File: src/rtl/csrng_blkenc_client_arb_if.sv
// Handshake and data bundle between the two CTR_DRBG clients, the arbiter
// and the AES block-encrypt engine. The slave view is the arbiter itself.
interface csrng_blkenc_client_arb_if #(
  parameter int Cmd     = 3,
  parameter int StateId = 4,
  parameter int BlkLen  = 128,
  parameter int KeyLen  = 256
);
  logic               enable_i;
  logic               c0_req_i;
  logic               c1_req_i;
  logic               c0_rdy_o;
  logic               c1_rdy_o;
  logic [KeyLen-1:0]  c0_key_i;
  logic [KeyLen-1:0]  c1_key_i;
  logic [BlkLen-1:0]  c0_v_i;
  logic [BlkLen-1:0]  c1_v_i;
  logic [Cmd-1:0]     c0_cmd_i;
  logic [Cmd-1:0]     c1_cmd_i;
  logic [StateId-1:0] c0_id_i;
  logic [StateId-1:0] c1_id_i;
  logic               c0_ack_o;
  logic               c1_ack_o;
  logic               c0_rdy_i;
  logic               c1_rdy_i;
  logic [BlkLen-1:0]  res_v_o;
  logic [Cmd-1:0]     res_cmd_o;
  logic [StateId-1:0] res_id_o;
  logic               benc_req_o;
  logic               benc_rdy_i;
  logic [KeyLen-1:0]  benc_key_o;
  logic [BlkLen-1:0]  benc_v_o;
  logic [Cmd-1:0]     benc_cmd_o;
  logic [StateId-1:0] benc_id_o;
  logic               benc_ack_i;
  logic               benc_rdy_o;
  logic [Cmd-1:0]     benc_cmd_i;
  logic [StateId-1:0] benc_id_i;
  logic [BlkLen-1:0]  benc_v_i;
  logic               quiet_o;
  logic [1:0]         err_o;

  modport slave (
    input  enable_i, c0_req_i, c1_req_i, c0_key_i, c1_key_i, c0_v_i, c1_v_i,
           c0_cmd_i, c1_cmd_i, c0_id_i, c1_id_i, c0_rdy_i, c1_rdy_i,
           benc_rdy_i, benc_ack_i, benc_cmd_i, benc_id_i, benc_v_i,
    output c0_rdy_o, c1_rdy_o, c0_ack_o, c1_ack_o, res_v_o, res_cmd_o, res_id_o,
           benc_req_o, benc_key_o, benc_v_o, benc_cmd_o, benc_id_o, benc_rdy_o,
           quiet_o, err_o
  );

  modport master (
    output enable_i, c0_req_i, c1_req_i, c0_key_i, c1_key_i, c0_v_i, c1_v_i,
           c0_cmd_i, c1_cmd_i, c0_id_i, c1_id_i, c0_rdy_i, c1_rdy_i,
           benc_rdy_i, benc_ack_i, benc_cmd_i, benc_id_i, benc_v_i,
    input  c0_rdy_o, c1_rdy_o, c0_ack_o, c1_ack_o, res_v_o, res_cmd_o, res_id_o,
           benc_req_o, benc_key_o, benc_v_o, benc_cmd_o, benc_id_o, benc_rdy_o,
           quiet_o, err_o
  );
endinterface

File: src/rtl/csrng_blkenc_client_arb.sv
// Round-robin arbiter between the update (client 0) and generate (client 1)
// units in front of the block-encrypt engine; one transaction in flight.
module csrng_blkenc_client_arb #(
  parameter int Cmd     = 3,
  parameter int StateId = 4,
  parameter int BlkLen  = 128,
  parameter int KeyLen  = 256
) (
  input logic clk_i,
  input logic rst_i,
  csrng_blkenc_client_arb_if.slave bus
);

  typedef enum logic [1:0] {
    IDLE = 2'd0,
    REQ  = 2'd1,
    WAIT = 2'd2,
    RSP  = 2'd3
  } state_e;

  state_e             state_r, state_s;
  logic               grant_r, rr_r;
  logic [KeyLen-1:0]  key_r;
  logic [BlkLen-1:0]  v_r;
  logic [Cmd-1:0]     cmd_r;
  logic [StateId-1:0] id_r;
  logic [BlkLen-1:0]  res_v_r;
  logic [Cmd-1:0]     res_cmd_r;
  logic [StateId-1:0] res_id_r;
  logic [1:0]         err_r;

  logic gnt_s, accept_s, benc_hs_s, ack_hs_s, rsp_hs_s;

  // Grant selection: pointer only matters when both clients request.
  always_comb begin
    gnt_s = 1'b0;
    if (bus.c0_req_i && bus.c1_req_i) begin
      gnt_s = rr_r;
    end else if (bus.c0_req_i) begin
      gnt_s = 1'b0;
    end else begin
      gnt_s = 1'b1;
    end
  end

  assign accept_s  = bus.enable_i && (state_r == IDLE) && (bus.c0_req_i || bus.c1_req_i);
  assign benc_hs_s = (state_r == REQ) && bus.benc_rdy_i;
  assign ack_hs_s  = (state_r == WAIT) && bus.benc_ack_i;
  assign rsp_hs_s  = (state_r == RSP) && (grant_r ? bus.c1_rdy_i : bus.c0_rdy_i);

  // State register.
  always_ff @(posedge clk_i or posedge rst_i) begin
    if (rst_i) begin
      state_r <= IDLE;
    end else begin
      state_r <= state_s;
    end
  end

  // Next state and handshake outputs; a low enable forces IDLE.
  always_comb begin
    state_s        = state_r;
    bus.c0_rdy_o   = 1'b0;
    bus.c1_rdy_o   = 1'b0;
    bus.c0_ack_o   = 1'b0;
    bus.c1_ack_o   = 1'b0;
    bus.benc_req_o = 1'b0;
    bus.benc_rdy_o = 1'b0;
    case (state_r)
      IDLE: begin
        if (accept_s) begin
          bus.c0_rdy_o = !gnt_s;
          bus.c1_rdy_o = gnt_s;
          state_s      = REQ;
        end else begin
          state_s = IDLE;
        end
      end
      REQ: begin
        bus.benc_req_o = 1'b1;
        if (benc_hs_s) begin
          state_s = WAIT;
        end else begin
          state_s = REQ;
        end
      end
      WAIT: begin
        bus.benc_rdy_o = 1'b1;
        if (ack_hs_s) begin
          state_s = RSP;
        end else begin
          state_s = WAIT;
        end
      end
      RSP: begin
        bus.c0_ack_o = !grant_r;
        bus.c1_ack_o = grant_r;
        if (rsp_hs_s) begin
          state_s = IDLE;
        end else begin
          state_s = RSP;
        end
      end
      default: begin
        state_s = IDLE;
      end
    endcase
    if (!bus.enable_i) begin
      state_s = IDLE;
    end else begin
      state_s = state_s;
    end
  end

  // Request, result and arbitration registers.
  always_ff @(posedge clk_i or posedge rst_i) begin
    if (rst_i) begin
      grant_r   <= 1'b0;
      rr_r      <= 1'b0;
      key_r     <= '0;
      v_r       <= '0;
      cmd_r     <= '0;
      id_r      <= '0;
      res_v_r   <= '0;
      res_cmd_r <= '0;
      res_id_r  <= '0;
    end else if (!bus.enable_i) begin
      grant_r   <= 1'b0;
      key_r     <= '0;
      v_r       <= '0;
      cmd_r     <= '0;
      id_r      <= '0;
      res_v_r   <= '0;
      res_cmd_r <= '0;
      res_id_r  <= '0;
    end else begin
      if (accept_s) begin
        grant_r <= gnt_s;
        rr_r    <= !gnt_s;
        key_r   <= gnt_s ? bus.c1_key_i : bus.c0_key_i;
        v_r     <= gnt_s ? bus.c1_v_i   : bus.c0_v_i;
        cmd_r   <= gnt_s ? bus.c1_cmd_i : bus.c0_cmd_i;
        id_r    <= gnt_s ? bus.c1_id_i  : bus.c0_id_i;
      end
      // The key is not kept once the engine has it.
      if (benc_hs_s) begin
        key_r <= '0;
      end
      if (ack_hs_s) begin
        res_v_r   <= bus.benc_v_i;
        res_cmd_r <= bus.benc_cmd_i;
        res_id_r  <= bus.benc_id_i;
      end
      if (rsp_hs_s) begin
        v_r       <= '0;
        res_v_r   <= '0;
        res_cmd_r <= '0;
        res_id_r  <= '0;
      end
    end
  end

  // Sticky error flags, cleared only by reset.
  always_ff @(posedge clk_i or posedge rst_i) begin
    if (rst_i) begin
      err_r <= 2'b00;
    end else begin
      if (bus.benc_ack_i && (state_r != WAIT)) begin
        err_r[0] <= 1'b1;
      end
      if (ack_hs_s && bus.enable_i &&
          ((bus.benc_cmd_i != cmd_r) || (bus.benc_id_i != id_r))) begin
        err_r[1] <= 1'b1;
      end
    end
  end

  assign bus.benc_key_o = (state_r == REQ) ? key_r : '0;
  assign bus.benc_v_o   = (state_r == REQ) ? v_r   : '0;
  assign bus.benc_cmd_o = (state_r == REQ) ? cmd_r : '0;
  assign bus.benc_id_o  = (state_r == REQ) ? id_r  : '0;
  assign bus.res_v_o    = (state_r == RSP) ? res_v_r   : '0;
  assign bus.res_cmd_o  = (state_r == RSP) ? res_cmd_r : '0;
  assign bus.res_id_o   = (state_r == RSP) ? res_id_r  : '0;
  assign bus.quiet_o    = (state_r == IDLE);
  assign bus.err_o      = err_r;

endmodule

File: src/flat_wrapper.sv
// flat-port wrapper written by rule: the top's interface ports become plain ports
module csrng_blkenc_client_arb_flat 
#(
  parameter int Cmd     = 3,
  parameter int StateId = 4,
  parameter int BlkLen  = 128,
  parameter int KeyLen  = 256
)
  (clk_i, rst_i, bus_enable_i, bus_c0_req_i, bus_c1_req_i, bus_c0_key_i, bus_c1_key_i, bus_c0_v_i, bus_c1_v_i, bus_c0_cmd_i, bus_c1_cmd_i, bus_c0_id_i, bus_c1_id_i, bus_c0_rdy_i, bus_c1_rdy_i, bus_benc_rdy_i, bus_benc_ack_i, bus_benc_cmd_i, bus_benc_id_i, bus_benc_v_i, bus_c0_rdy_o, bus_c1_rdy_o, bus_c0_ack_o, bus_c1_ack_o, bus_res_v_o, bus_res_cmd_o, bus_res_id_o, bus_benc_req_o, bus_benc_key_o, bus_benc_v_o, bus_benc_cmd_o, bus_benc_id_o, bus_benc_rdy_o, bus_quiet_o, bus_err_o);
  csrng_blkenc_client_arb_if #(.Cmd(Cmd), .StateId(StateId), .BlkLen(BlkLen), .KeyLen(KeyLen)) bus_i ();
  input logic clk_i;
  input logic rst_i;
  input wire logic [$bits(bus_i.enable_i)-1:0] bus_enable_i;
  input wire logic [$bits(bus_i.c0_req_i)-1:0] bus_c0_req_i;
  input wire logic [$bits(bus_i.c1_req_i)-1:0] bus_c1_req_i;
  input wire logic [$bits(bus_i.c0_key_i)-1:0] bus_c0_key_i;
  input wire logic [$bits(bus_i.c1_key_i)-1:0] bus_c1_key_i;
  input wire logic [$bits(bus_i.c0_v_i)-1:0] bus_c0_v_i;
  input wire logic [$bits(bus_i.c1_v_i)-1:0] bus_c1_v_i;
  input wire logic [$bits(bus_i.c0_cmd_i)-1:0] bus_c0_cmd_i;
  input wire logic [$bits(bus_i.c1_cmd_i)-1:0] bus_c1_cmd_i;
  input wire logic [$bits(bus_i.c0_id_i)-1:0] bus_c0_id_i;
  input wire logic [$bits(bus_i.c1_id_i)-1:0] bus_c1_id_i;
  input wire logic [$bits(bus_i.c0_rdy_i)-1:0] bus_c0_rdy_i;
  input wire logic [$bits(bus_i.c1_rdy_i)-1:0] bus_c1_rdy_i;
  input wire logic [$bits(bus_i.benc_rdy_i)-1:0] bus_benc_rdy_i;
  input wire logic [$bits(bus_i.benc_ack_i)-1:0] bus_benc_ack_i;
  input wire logic [$bits(bus_i.benc_cmd_i)-1:0] bus_benc_cmd_i;
  input wire logic [$bits(bus_i.benc_id_i)-1:0] bus_benc_id_i;
  input wire logic [$bits(bus_i.benc_v_i)-1:0] bus_benc_v_i;
  output wire logic [$bits(bus_i.c0_rdy_o)-1:0] bus_c0_rdy_o;
  output wire logic [$bits(bus_i.c1_rdy_o)-1:0] bus_c1_rdy_o;
  output wire logic [$bits(bus_i.c0_ack_o)-1:0] bus_c0_ack_o;
  output wire logic [$bits(bus_i.c1_ack_o)-1:0] bus_c1_ack_o;
  output wire logic [$bits(bus_i.res_v_o)-1:0] bus_res_v_o;
  output wire logic [$bits(bus_i.res_cmd_o)-1:0] bus_res_cmd_o;
  output wire logic [$bits(bus_i.res_id_o)-1:0] bus_res_id_o;
  output wire logic [$bits(bus_i.benc_req_o)-1:0] bus_benc_req_o;
  output wire logic [$bits(bus_i.benc_key_o)-1:0] bus_benc_key_o;
  output wire logic [$bits(bus_i.benc_v_o)-1:0] bus_benc_v_o;
  output wire logic [$bits(bus_i.benc_cmd_o)-1:0] bus_benc_cmd_o;
  output wire logic [$bits(bus_i.benc_id_o)-1:0] bus_benc_id_o;
  output wire logic [$bits(bus_i.benc_rdy_o)-1:0] bus_benc_rdy_o;
  output wire logic [$bits(bus_i.quiet_o)-1:0] bus_quiet_o;
  output wire logic [$bits(bus_i.err_o)-1:0] bus_err_o;
  assign bus_i.enable_i = bus_enable_i;
  assign bus_i.c0_req_i = bus_c0_req_i;
  assign bus_i.c1_req_i = bus_c1_req_i;
  assign bus_i.c0_key_i = bus_c0_key_i;
  assign bus_i.c1_key_i = bus_c1_key_i;
  assign bus_i.c0_v_i = bus_c0_v_i;
  assign bus_i.c1_v_i = bus_c1_v_i;
  assign bus_i.c0_cmd_i = bus_c0_cmd_i;
  assign bus_i.c1_cmd_i = bus_c1_cmd_i;
  assign bus_i.c0_id_i = bus_c0_id_i;
  assign bus_i.c1_id_i = bus_c1_id_i;
  assign bus_i.c0_rdy_i = bus_c0_rdy_i;
  assign bus_i.c1_rdy_i = bus_c1_rdy_i;
  assign bus_i.benc_rdy_i = bus_benc_rdy_i;
  assign bus_i.benc_ack_i = bus_benc_ack_i;
  assign bus_i.benc_cmd_i = bus_benc_cmd_i;
  assign bus_i.benc_id_i = bus_benc_id_i;
  assign bus_i.benc_v_i = bus_benc_v_i;
  assign bus_c0_rdy_o = bus_i.c0_rdy_o;
  assign bus_c1_rdy_o = bus_i.c1_rdy_o;
  assign bus_c0_ack_o = bus_i.c0_ack_o;
  assign bus_c1_ack_o = bus_i.c1_ack_o;
  assign bus_res_v_o = bus_i.res_v_o;
  assign bus_res_cmd_o = bus_i.res_cmd_o;
  assign bus_res_id_o = bus_i.res_id_o;
  assign bus_benc_req_o = bus_i.benc_req_o;
  assign bus_benc_key_o = bus_i.benc_key_o;
  assign bus_benc_v_o = bus_i.benc_v_o;
  assign bus_benc_cmd_o = bus_i.benc_cmd_o;
  assign bus_benc_id_o = bus_i.benc_id_o;
  assign bus_benc_rdy_o = bus_i.benc_rdy_o;
  assign bus_quiet_o = bus_i.quiet_o;
  assign bus_err_o = bus_i.err_o;
  csrng_blkenc_client_arb #(.Cmd(Cmd), .StateId(StateId), .BlkLen(BlkLen), .KeyLen(KeyLen)) u_core (.clk_i(clk_i), .rst_i(rst_i), .bus(bus_i));
endmodule
File: config.mk
export PLATFORM = sky130hd
export DESIGN_NAME = csrng_blkenc_client_arb_flat
export DESIGN_NICKNAME = d
export VERILOG_FILES = /design/src/rtl/csrng_blkenc_client_arb_if.sv /design/src/rtl/csrng_blkenc_client_arb.sv /design/src/flat_wrapper.sv
export SDC_FILE = /design/constraint.sdc
export NUM_CORES = 1
export LEC_CHECK = 0
export CAP_MARGIN = 20
export CORE_AREA = 4 4 575 577
export CTS_CLUSTER_DIAMETER = 200
export DETAILED_ROUTE_END_ITERATION = 8
export DIE_AREA = 0 0 579 581
export GPL_TIMING_DRIVEN = 0
export PLACE_DENSITY = 0.35
export REMOVE_ABC_BUFFERS = 1
export SKIP_CTS_REPAIR_TIMING = 1
export SYNTH_ARGS = -nofsm -noshare
export SYNTH_HDL_FRONTEND = slang
export SYNTH_SLANG_ARGS = --single-unit
File: constraint.sdc
create_clock -name clk_i -period 44.3 [get_ports clk_i]
set_clock_uncertainty 0.1 [all_clocks]
set_input_delay 4.43 -clock clk_i [delete_from_list [all_inputs] [get_ports clk_i]]
set_output_delay 4.43 -clock clk_i [all_outputs]
set_load 0.02 [all_outputs]
# After elaboration in Yosys (flattened, before gate mapping)

Index checks and enable logic that the tools add are counted.

Equality and inequality tests: 10
Mux-type cells: 49
Reductions and logical operators: 15

Operator list:

| kind               | number |
|---|---|
| $mux 256           | 5 |
| $mux 128           | 9 |
| $mux 4             | 8 |
| $mux 3             | 8 |
| $mux 1             | 15 |
| $logic_and 1x1->1  | 9 |
| $ne 3x1->1 const B | 3 |
| $pmux 2 s4         | 1 |
| $mux 2             | 3 |
| $eq 2x2->1 const B | 2 |
| $ne 4x4->1         | 1 |
| $ne 3x3->1         | 1 |
| $eq 2x1->1 const B | 1 |
| $logic_not 1->1    | 2 |
| $logic_not 2->1    | 1 |
| $logic_or 1x1->1   | 2 |
| $ne 2x1->1 const B | 1 |
| $ne 2x2->1 const B | 1 |
| $reduce_and 2->1   | 1 |

Bits in registers: 532
Input port bits: 926
Output and inout port bits: 535

# Depth between registers and ports, before layout

Gate-level depths: netlist (run 1).

Depth in word-level cells: 6
Depth in mapped cells: 7
Gate-level depth less buffers: 3

# Worst setup path after synthesis (run 1)

Ideal clock, no wire load.

Kind: input-to-output
Start: in bus_c1_req_i
End: out bus_c0_rdy_o
Data arrival time: 5345 ps
Path slack: 34425 ps
Cell stages on the path: 5
Path buffers: 2
Path through: o21a_1 buf_4 clkbuf_1 nand2_1 nor2_1

Longest elaborated chain between the ends: 5
Elaborated cells on any way between the ends: 7
Those cells by class: mux: 3; reduce/logical: 4

RTL lines:

| element           | line                          | RTL |
|---|---|---|
| start, declared   | flat_wrapper.sv:15            | `input wire logic [$bits(bus_i.c1_req_i)-1:0] bus_c1_req_i;` |
| $logic_and 1x1->1 | csrng_blkenc_client_arb.sv:37 | `if (bus.c0_req_i && bus.c1_req_i) begin` |
| $mux 1            | csrng_blkenc_client_arb.sv:37 |  |
| $logic_not 1->1   | csrng_blkenc_client_arb.sv:72 | `bus.c0_rdy_o = !gnt_s;` |
| $mux 1 (*)        | csrng_blkenc_client_arb.sv:71 | `if (accept_s) begin` |
| $mux 1 (*)        | csrng_blkenc_client_arb.sv:69 | `case (state_r)` |
| end, declared     | flat_wrapper.sv:31            | `output wire logic [$bits(bus_i.c0_rdy_o)-1:0] bus_c0_rdy_o;` |

Mark *: on every way between the ends. The rest lies on a longest branch, timed or not.

# Worst setup path in the final report (run 1)

Start: in bus_c1_req_i
End: out bus_c1_rdy_o

Longest elaborated chain between the ends: 4
Elaborated cells on any way between the ends: 6
Those cells by class: mux: 3; reduce/logical: 3

RTL lines:

| element                                               | line                                                         | RTL |
|---|---|---|
| $logic_and 1x1->1 or $logic_or 1x1->1 (tied branches) | csrng_blkenc_client_arb.sv:37, csrng_blkenc_client_arb.sv:46 |  |
| $mux 1 or $logic_and 1x1->1 (tied branches)           | csrng_blkenc_client_arb.sv:37, csrng_blkenc_client_arb.sv:46 |  |
| $mux 1 (*)                                            | csrng_blkenc_client_arb.sv:71                                |  |
| $mux 1 (*)                                            | csrng_blkenc_client_arb.sv:69                                |  |
| end, declared                                         | flat_wrapper.sv:32                                           | `output wire logic [$bits(bus_i.c1_rdy_o)-1:0] bus_c1_rdy_o;` |

Marks and branches as above.

==> results of run 1 <==
## state kept, by name (all words and copies together), names as in the netlist, 2 cells and up
name,flops
u_core.state_r,2
u_core.res_cmd_r,3
u_core.bus.err_o,2
u_core.cmd_r,3
u_core.key_r,256
u_core.id_r,4
u_core.v_r,128
u_core.res_v_r,128
u_core.res_id_r,4
## per-stage QoR
| step | std cells | hold WS, ns | TNS (ns) | setup slack [ns] | util |
|---|---|---|---|---|---|
| finish | 9166 | 0.3794 | 0 | 33.07 | 0.1687 |
| floorplan | 3064 | 0.3970 | 0 | 20.19 | - |
| global placement | 8870 | 0.3680 | -2131.63 | -7.114 | 0.1516 |
| global route | 9142 | 0.4002 | 0 | 33.00 | 0.1685 |
| detailed placement | 8975 | 0.3733 | 0 | 33.09 | 0.1595 |
| CTS | 9131 | 0.3857 | 0 | 33.09 | 0.1684 |
## path summary, 6_finish.rpt
check	start	to	depth (start not counted)	slack, ns
max	bus_c1_req_i	bus_c1_rdy_o	6	33.07
min	u_core.bus.err_o[0]	u_core.bus.err_o[0]	1	0.38
max reg2reg	u_core.state_r[0]	u_core.key_r[194]	7	39.98
min reg2reg	u_core.bus.err_o[0]	u_core.bus.err_o[0]	1	0.38
max in group asynchronous	rst_i	u_core.v_r[31]	4	38.52
min in group asynchronous	rst_i	u_core.key_r[113]	2	3.95
## cells in the final DEF, fill, tap and decap left out, drive strengths merged
cell type / instances
a21bo: 2
a21boi: 1
a21oi: 386
a221oi: 1
a311oi: 384
a31oi: 1
and2: 393
and3: 136
and3b: 1
buf: 106
bufinv: 4
clkbuf: 132
clkdlybuf4s50: 1459
clkinv: 14
clkinvlp: 3
dfrtp: 532
diode: 35
inv: 7
mux2: 1
mux2i: 15
nand2: 914
nand2b: 1
nand3: 136
nand3b: 1
nor2: 3
nor2b: 2
nor4: 2
o21a: 1
o21ai: 139
o21bai: 1
xor2: 7
## final cells by class
class	count	area, um^2	area share
multi-input combinational	2528	16090	0.2926
clock buffer	132	2640	0.04799
timing repair buffer	1565	17130	0.3113
tap	4346	5438	0.09885
inverter	4	22.52	0.0004094
antenna	35	87.58	0.001592
sequential	532	13320	0.2421
clock inverter	24	284.0	0.005163
## worst reg2reg max path: cells and delay by family (launching register included)
kind	cells	cell delay (ns)
buffers and inverters	4	1.39
DFF	1	1.02
and+or+nand+nor	1	0.91
AOI/OAI and AO/OA	2	0.75
## layer usage
| metal | up-vias | global-route usage | share of wire |
|---|---|---|---|
| li1 | 14700 | - | - |
| met4 | 108 | 0.02678 | 0.018 |
| met1 | 17060 | 0.1776 | 0.39 |
| met3 | 415 | 0.05986 | 0.098 |
| met2 | 1482 | 0.2630 | 0.49 |
| met5 | - | 0 | 0.0026 |
## cell families after synthesis
kind of cell / share of synthesized area
multiplexers: 0.005142
AND/OR/NAND/NOR: 0.2388
buffers and inverters: 0.06481
flip-flops: 0.4241
XOR/XNOR: 0.001953
AO/OA/AOI/OAI: 0.2652
## power by group through the flow
stage	registers, W	logic [W]	clock network [W]
after floorplan	0.000577	0.000338	0
after global placement	0.000597	0.000692	0
after detailed placement	0.000587	0.000670	0
after CTS	0.000579	0.000672	0.000770
after global routing	0.000586	0.000705	0.000785
final	0.000580	0.000659	0.000733
==> impl_metrics.sql, run 1 <==
INSERT INTO impl_metrics (metric_group, metric, value, unit) VALUES
('sta', 'slew_headroom', '0.3569', ''),
('power_and_ir_drop', 'internal_power', '0.001243', 'W'),
('sta', 'timing.final.crit_period', '11.23', 'ns'),
('logic_synthesis', 'ys.warnings.count', '0', ''),
('run', 'maxCapViolCount', '0', ''),
('logic_synthesis', 'seq_area_frac_synth', '0.4241', ''),
('min_path', 'min_path_type', 'reg -> reg', ''),
('logic_synthesis', 'synthTopCellsByArea', 'dfrtp_1 42%, a311oi_2 17%, nand2_1 11%', ''),
('global_routing', 'number_of_antenna_violations_at_the_first_check_in_global_routing', '182', ''),
('sta', 'hold_viol', '0', ''),
('global_routing', 'grt_pass1_wl', '351.1', 'mm'),
('worst_setup_path', 'timing.critical_path.from_type', 'input port', ''),
('floorplan', 'fp.dieArea', '336400', 'um^2'),
('logic_synthesis', 'synthesized_flop_and_latch_total', '532', ''),
('sta', 'timing_max_transition_violations_final', '0', ''),
('logic_synthesis', 'synthArstFlopShare', '1.000', ''),
('global_routing', 'pin_count_of_the_biggest_net_entering_global_routing', '99', ''),
('status', 'run_status', 'finished, final reports clean', ''),
('power_and_ir_drop', 'p_switching', '0.0007293', 'W'),
('worst_setup_path', 'critical_path.top_delay_family', 'buffers and inverters', ''),
('finish', 'final_design_area_no_fill', '55010', 'um^2'),
('worst_setup_path', 'critical_path.cell_chain', 'clkdlybuf4s50_1, o21a_4, buf_16, nand3_1, inv_1, clkdlybuf4s50_1', ''),
('power_and_ir_drop', 'pwr-share-comb', '0.334', ''),
('worst_setup_path', 'setup.worst_path.end_class', 'output pin', ''),
('floorplan', 'core_area', '326100', 'um^2'),
('finish', 'final_layout_size_suffix_gt1_frac', '0.1294', ''),
('logic_synthesis', 'yosysUniqueCellTypes', '33', ''),
('sta', 'setup_viol_count_final', '0', ''),
('floorplan', 'num_rows', '210', ''),
('logic_synthesis', 'yosysTopAreaCell', 'dfrtp_1', ''),
('logic_synthesis', 'synth.avg_cell_area', '9.077', 'um^2'),
('worst_setup_path', 'timing.setup.critical_path_class', 'in -> out', ''),
('routing', 'drt_pre_antenna_iters', '5', ''),
('sta', 'worst_slew_pin_slew', '0.9646', 'ns'),
('clock_network', 'numCtsBuffers', '90', ''),
('clock_network', 'htree_num_levels', '3', ''),
('worst_setup_path', 'crit_buf_inv', '4', ''),
('place', 'port-buffer-count', '1460', ''),
('clock_network', 'cts_max_path_buffers', '4', ''),
('floorplan', 'pin_count', '1461', ''),
('routing', 'drtIter0Drc', '1848', ''),
('global_routing', 'grtUsageTotal', '0.1519', ''),
('worst_setup_path', 'cp.arrival', '6.70', 'ns'),
('logic_synthesis', 'synthDominantCellAreaShare', '0.4241', ''),
('routing', 'remaining_drc_errors', '0', ''),
('clock_network', 'numClockSinks', '532', ''),
('routing', 'via_count', '33770', ''),
('routing', 'wirelength', '267.5', 'mm'),
('worst_setup_path', 'cpMaxStageDelayCell', 'clkdlybuf4s50_1', ''),
('place', 'place_congestion', '0.8079', ''),
('power_and_ir_drop', 'ir_worst_vdd', '25.98', 'uV'),
('worst_setup_path', 'crit_path_frequent_cell', 'clkdlybuf4s50_1', ''),
('logic_synthesis', 'synth_ff_type', 'dfrtp_1', ''),
('global_routing', 'globalRouteOverflowTotal', '0', ''),
('sta', 'post_route_clock_period_utilization', '0.2535', ''),
('sta', 'rsz0062_at_grt', 'false', ''),
('routing', 'ant_nets', '0', ''),
('power_and_ir_drop', 'power_frac_clock', '0.372', ''),
('worst_setup_path', 'critical_path.max_stage_delay', '0.69', 'ns'),
('finish', 'layout.nets', '5647', ''),
('logic_synthesis', 'post_synth_inst_count', '3458', ''),
('clock_network', 'tritoncts_clock_tree', 'yes', ''),
('logic_synthesis', 'synth.most_common_cell', 'nand2_1', ''),
('logic_synthesis', 'synth_enable_flop_cells', '0', ''),
('finish', 'layout_overhead_on_the_synthesized_area', '75.26', '%'),
('clock_network', 'clockRootBuffer', 'clkbuf_16', ''),
('finish', 'final.fill_count', '36700', ''),
('logic_synthesis', 'yosys-top-cells-count', '914 x nand2_1, 532 x dfrtp_1, 393 x and2_1, 386 x a21oi_1, 362 x a311oi_2', ''),
('power_and_ir_drop', 'power.share.sequential', '0.294', ''),
('power_and_ir_drop', 'share_of_total_power_consumed_by_net_switching', '0.3698', ''),
('clock_network', 'clock_insertion_delay_at_the_later_pin_of_the_skew_report', '0.79', 'ns');
Note: power is estimated with default switching activity, not from simulation.
==> run 2: changes to the inputs <==
- CORE_AREA: 4 4 575 577 -> 4 4 561 563
- DIE_AREA: 0 0 579 581 -> 0 0 565 567
- clock period: 44.3 -> 10.9 ns (I/O delays scaled with it)
==> run 2 against run 1 <==
Core utilization rose by 0.79 points. Critical path type is now reg -> out. Register-to-register slack worse by 33 ns. Largest power group unchanged. Clock power rose to 4.0 times the previous value. Wire length shrank 3.3%.
==> impl_metrics.sql, run 2 (synthesis results as in run 1) <==
INSERT INTO impl_metrics (metric_group, metric, value, unit) VALUES
('sta', 'timing_max_transition_violations_final', '0', ''),
('place', 'place_congestion', '0.8081', ''),
('min_path', 'whs_endpoint', 'u_core.bus.err_o[0]', ''),
('finish', 'largest_register_ff_count', '256', ''),
('sta', 'rsz0062_at_grt', 'false', ''),
('worst_setup_path', 'r2r_start', 'u_core.state_r[0]', ''),
('sta', 'post_route_clock_period_utilization', '0.5585', ''),
('worst_setup_path', 'critical_path_data_required_time', '9.71', 'ns'),
('place', 'dp_hpwl', '203.9', 'mm'),
('worst_setup_path', 'endpoint_of_the_most_critical_register_to_register_path', 'u_core.key_r[248]', ''),
('routing', 'drt_pre_antenna_iters', '5', ''),
('worst_setup_path', 'timing.setup.critical_path_class', 'reg -> out', ''),
('status', 'run_status', 'finished, final reports clean', ''),
('min_path', 'min_path_type', 'reg -> reg', ''),
('clock_network', 'tritoncts_clock_tree', 'yes', ''),
('finish', 'postLayoutCoreUtil', '0.1766', ''),
('worst_setup_path', 'r2r_cells', '8', ''),
('place', 'preCtsSetupSlack', '5.416', 'ns'),
('run', 'maxCapViolCount', '0', ''),
('power_and_ir_drop', 'power.leakage', '20.38', 'nW'),
('finish', 'layout_overhead_on_the_synthesized_area', '73.79', '%'),
('worst_setup_path', 'timing.critical_path.from_type', 'flop', ''),
('floorplan', 'num_rows', '204', ''),
('worst_setup_path', 'setup.worst_path.end_class', 'output pin', ''),
('global_routing', 'number_of_global_route_vias_before_repair', '35270', ''),
('finish', 'largest_register', 'u_core.key_r', ''),
('floorplan', 'initial_utilization', '0.1016', ''),
('routing', 'ant_nets', '0', ''),
('global_routing', 'grt_pass1_wl', '342.0', 'mm'),
('floorplan', 'chipHeight', '567', 'um'),
('routing', 'via_per_inst', '3.751', ''),
('sta', 'timing.fmax', '164.3', 'MHz'),
('routing', 'remaining_drc_errors', '0', ''),
('finish', 'final_layout_size_suffix_gt1_frac', '0.1265', ''),
('clock_network', 'numClockSinks', '532', ''),
('routing', 'wirelength', '258.6', 'mm'),
('clock_network', 'clock_insertion_delay_at_the_later_pin_of_the_skew_report', '0.79', 'ns'),
('clock_network', 'clockRootBuffer', 'clkbuf_16', ''),
('sta', 'layout_setup_ws', '4.812', 'ns'),
('finish', 'final_design_area_no_fill', '54550', 'um^2'),
('finish', 'layout_commonest_cell', 'clkdlybuf4s50_1', ''),
('sta', 'slew_headroom', '0.3395', ''),
('worst_setup_path', 'cp.arrival', '4.90', 'ns'),
('min_path', 'min_from', 'u_core.bus.err_o[0]', ''),
('min_path', 'worstHoldPathCells', '1', ''),
('routing', 'route.detailed.wl_per_inst', '28.95', 'um'),
('clock_network', 'numCtsBuffers', '88', ''),
('routing', 'via_count', '33500', ''),
('clock_network', 'cts_max_path_buffers', '4', ''),
('finish', 'largest_registers_in_the_final_layout', 'u_core.key_r: 256 flops, u_core.res_v_r: 128 flops, u_core.v_r: 128 flops', ''),
('worst_setup_path', 'reg2reg_slack', '6.92', 'ns'),
('global_routing', 'pin_count_of_the_biggest_net_entering_global_routing', '106', ''),
('floorplan', 'pin_count', '1461', ''),
('worst_setup_path', 'critPathMaxFanout', '69', ''),
('clock_network', 'clkTransAtPathRegs', '0.06', 'ns'),
('finish', 'layout.cells.non_filler', '8931', ''),
('global_routing', 'globalRouteOverflowTotal', '0', ''),
('clock_network', 'htree_num_levels', '3', ''),
('sta', 'setup_viol_count_final', '0', ''),
('place', 'place_inst', '8743', ''),
('place', 'placed_cell_area', '51600', 'um^2'),
('floorplan', 'core_area', '308800', 'um^2'),
('floorplan', 'chipWidth', '565', 'um'),
('floorplan', 'fp.dieArea', '320400', 'um^2'),
('sta', 'worst_slew_pin_slew', '0.9877', 'ns'),
('power_and_ir_drop', 'ir_worst_vdd', '104.6', 'uV'),
('global_routing', 'grtUsageTotal', '0.1541', ''),
('finish', 'final.fill_count', '34620', ''),
('routing', 'drtIter0Drc', '1794', ''),
('sta', 'hold_viol', '0', ''),
('global_routing', 'number_of_antenna_violations_at_the_first_check_in_global_routing', '183', ''),
('place', 'port-buffer-count', '1460', ''),
('finish', 'highest_count_cells_in_the_layout_ignoring_fill_and_taps', '1459 x clkdlybuf4s50_1, 914 x nand2_1, 530 x dfrtp_1, 392 x and2_1, 386 x a21oi_1', ''),
('power_and_ir_drop', 'power_per_cell_area', '145.6', 'nW/um^2'),
('finish', 'layout.nets', '5639', ''),
('sta', 'timing.final.crit_period', '6.088', 'ns');
## run 2: per-layer routing
metal,global-route usage,wire [um]
met3,0.07008,28100
met5,0,830
met4,0.02909,5148
met1,0.1747,99390
met2,0.2660,125100
## run 2: area by class of cell
class / count / area (um^2) / area share
multi-input combinational: 2528 / 16090 / 0.2949
sequential: 532 / 13320 / 0.2442
tap: 4120 / 5155 / 0.09450
clock inverter: 21 / 296.5 / 0.005436
timing repair buffer: 1559 / 17020 / 0.3120
antenna: 38 / 95.09 / 0.001743
inverter: 4 / 22.52 / 0.0004129
clock buffer: 129 / 2556 / 0.04686
## run 2: how the worst max path moves through the flow
stage                            startpoint                to  depth (start not counted)
after detailed placement       bus_enable_i      bus_c1_rdy_o                          8
after CTS                 u_core.state_r[0]  bus_benc_v_o[78]                          9
after floorplan                bus_c1_req_i       u_core.rr_r                          3
final                     u_core.state_r[0]  bus_benc_v_o[78]                          9
after global placement         bus_enable_i   u_core.v_r[118]                          3
after global routing      u_core.state_r[0]  bus_benc_v_o[78]                          9
## run 2: power by group
part           switching, W  internal, W
sequential         0.000154      0.00220
clock               0.00121      0.00174
combinational       0.00157      0.00108
## run 2: worst max-delay path, stage by stage (launching register included)
cell	delay, ns
dfrtp_4	0.92
nor2b_4	0.60
buf_12	0.26
buf_12	0.23
buf_12	0.22
buf_12	0.23
buf_12	0.23
buf_12	0.21
and2_1	0.29
clkdlybuf4s50_1	0.74
## run 2: stage by stage
stage          setup TNS, ns  hold slack, ns  total power, W
3_5_place_dp               0          0.3712        0.005074
4_1_cts                    0          0.3844        0.008134
6_report                   0          0.3827        0.007943
5_1_grt                    0          0.4205        0.008333
2_1_floorplan       -7459.89          0.3970        0.003720
3_3_place_gp               -          0.3690        0.005209
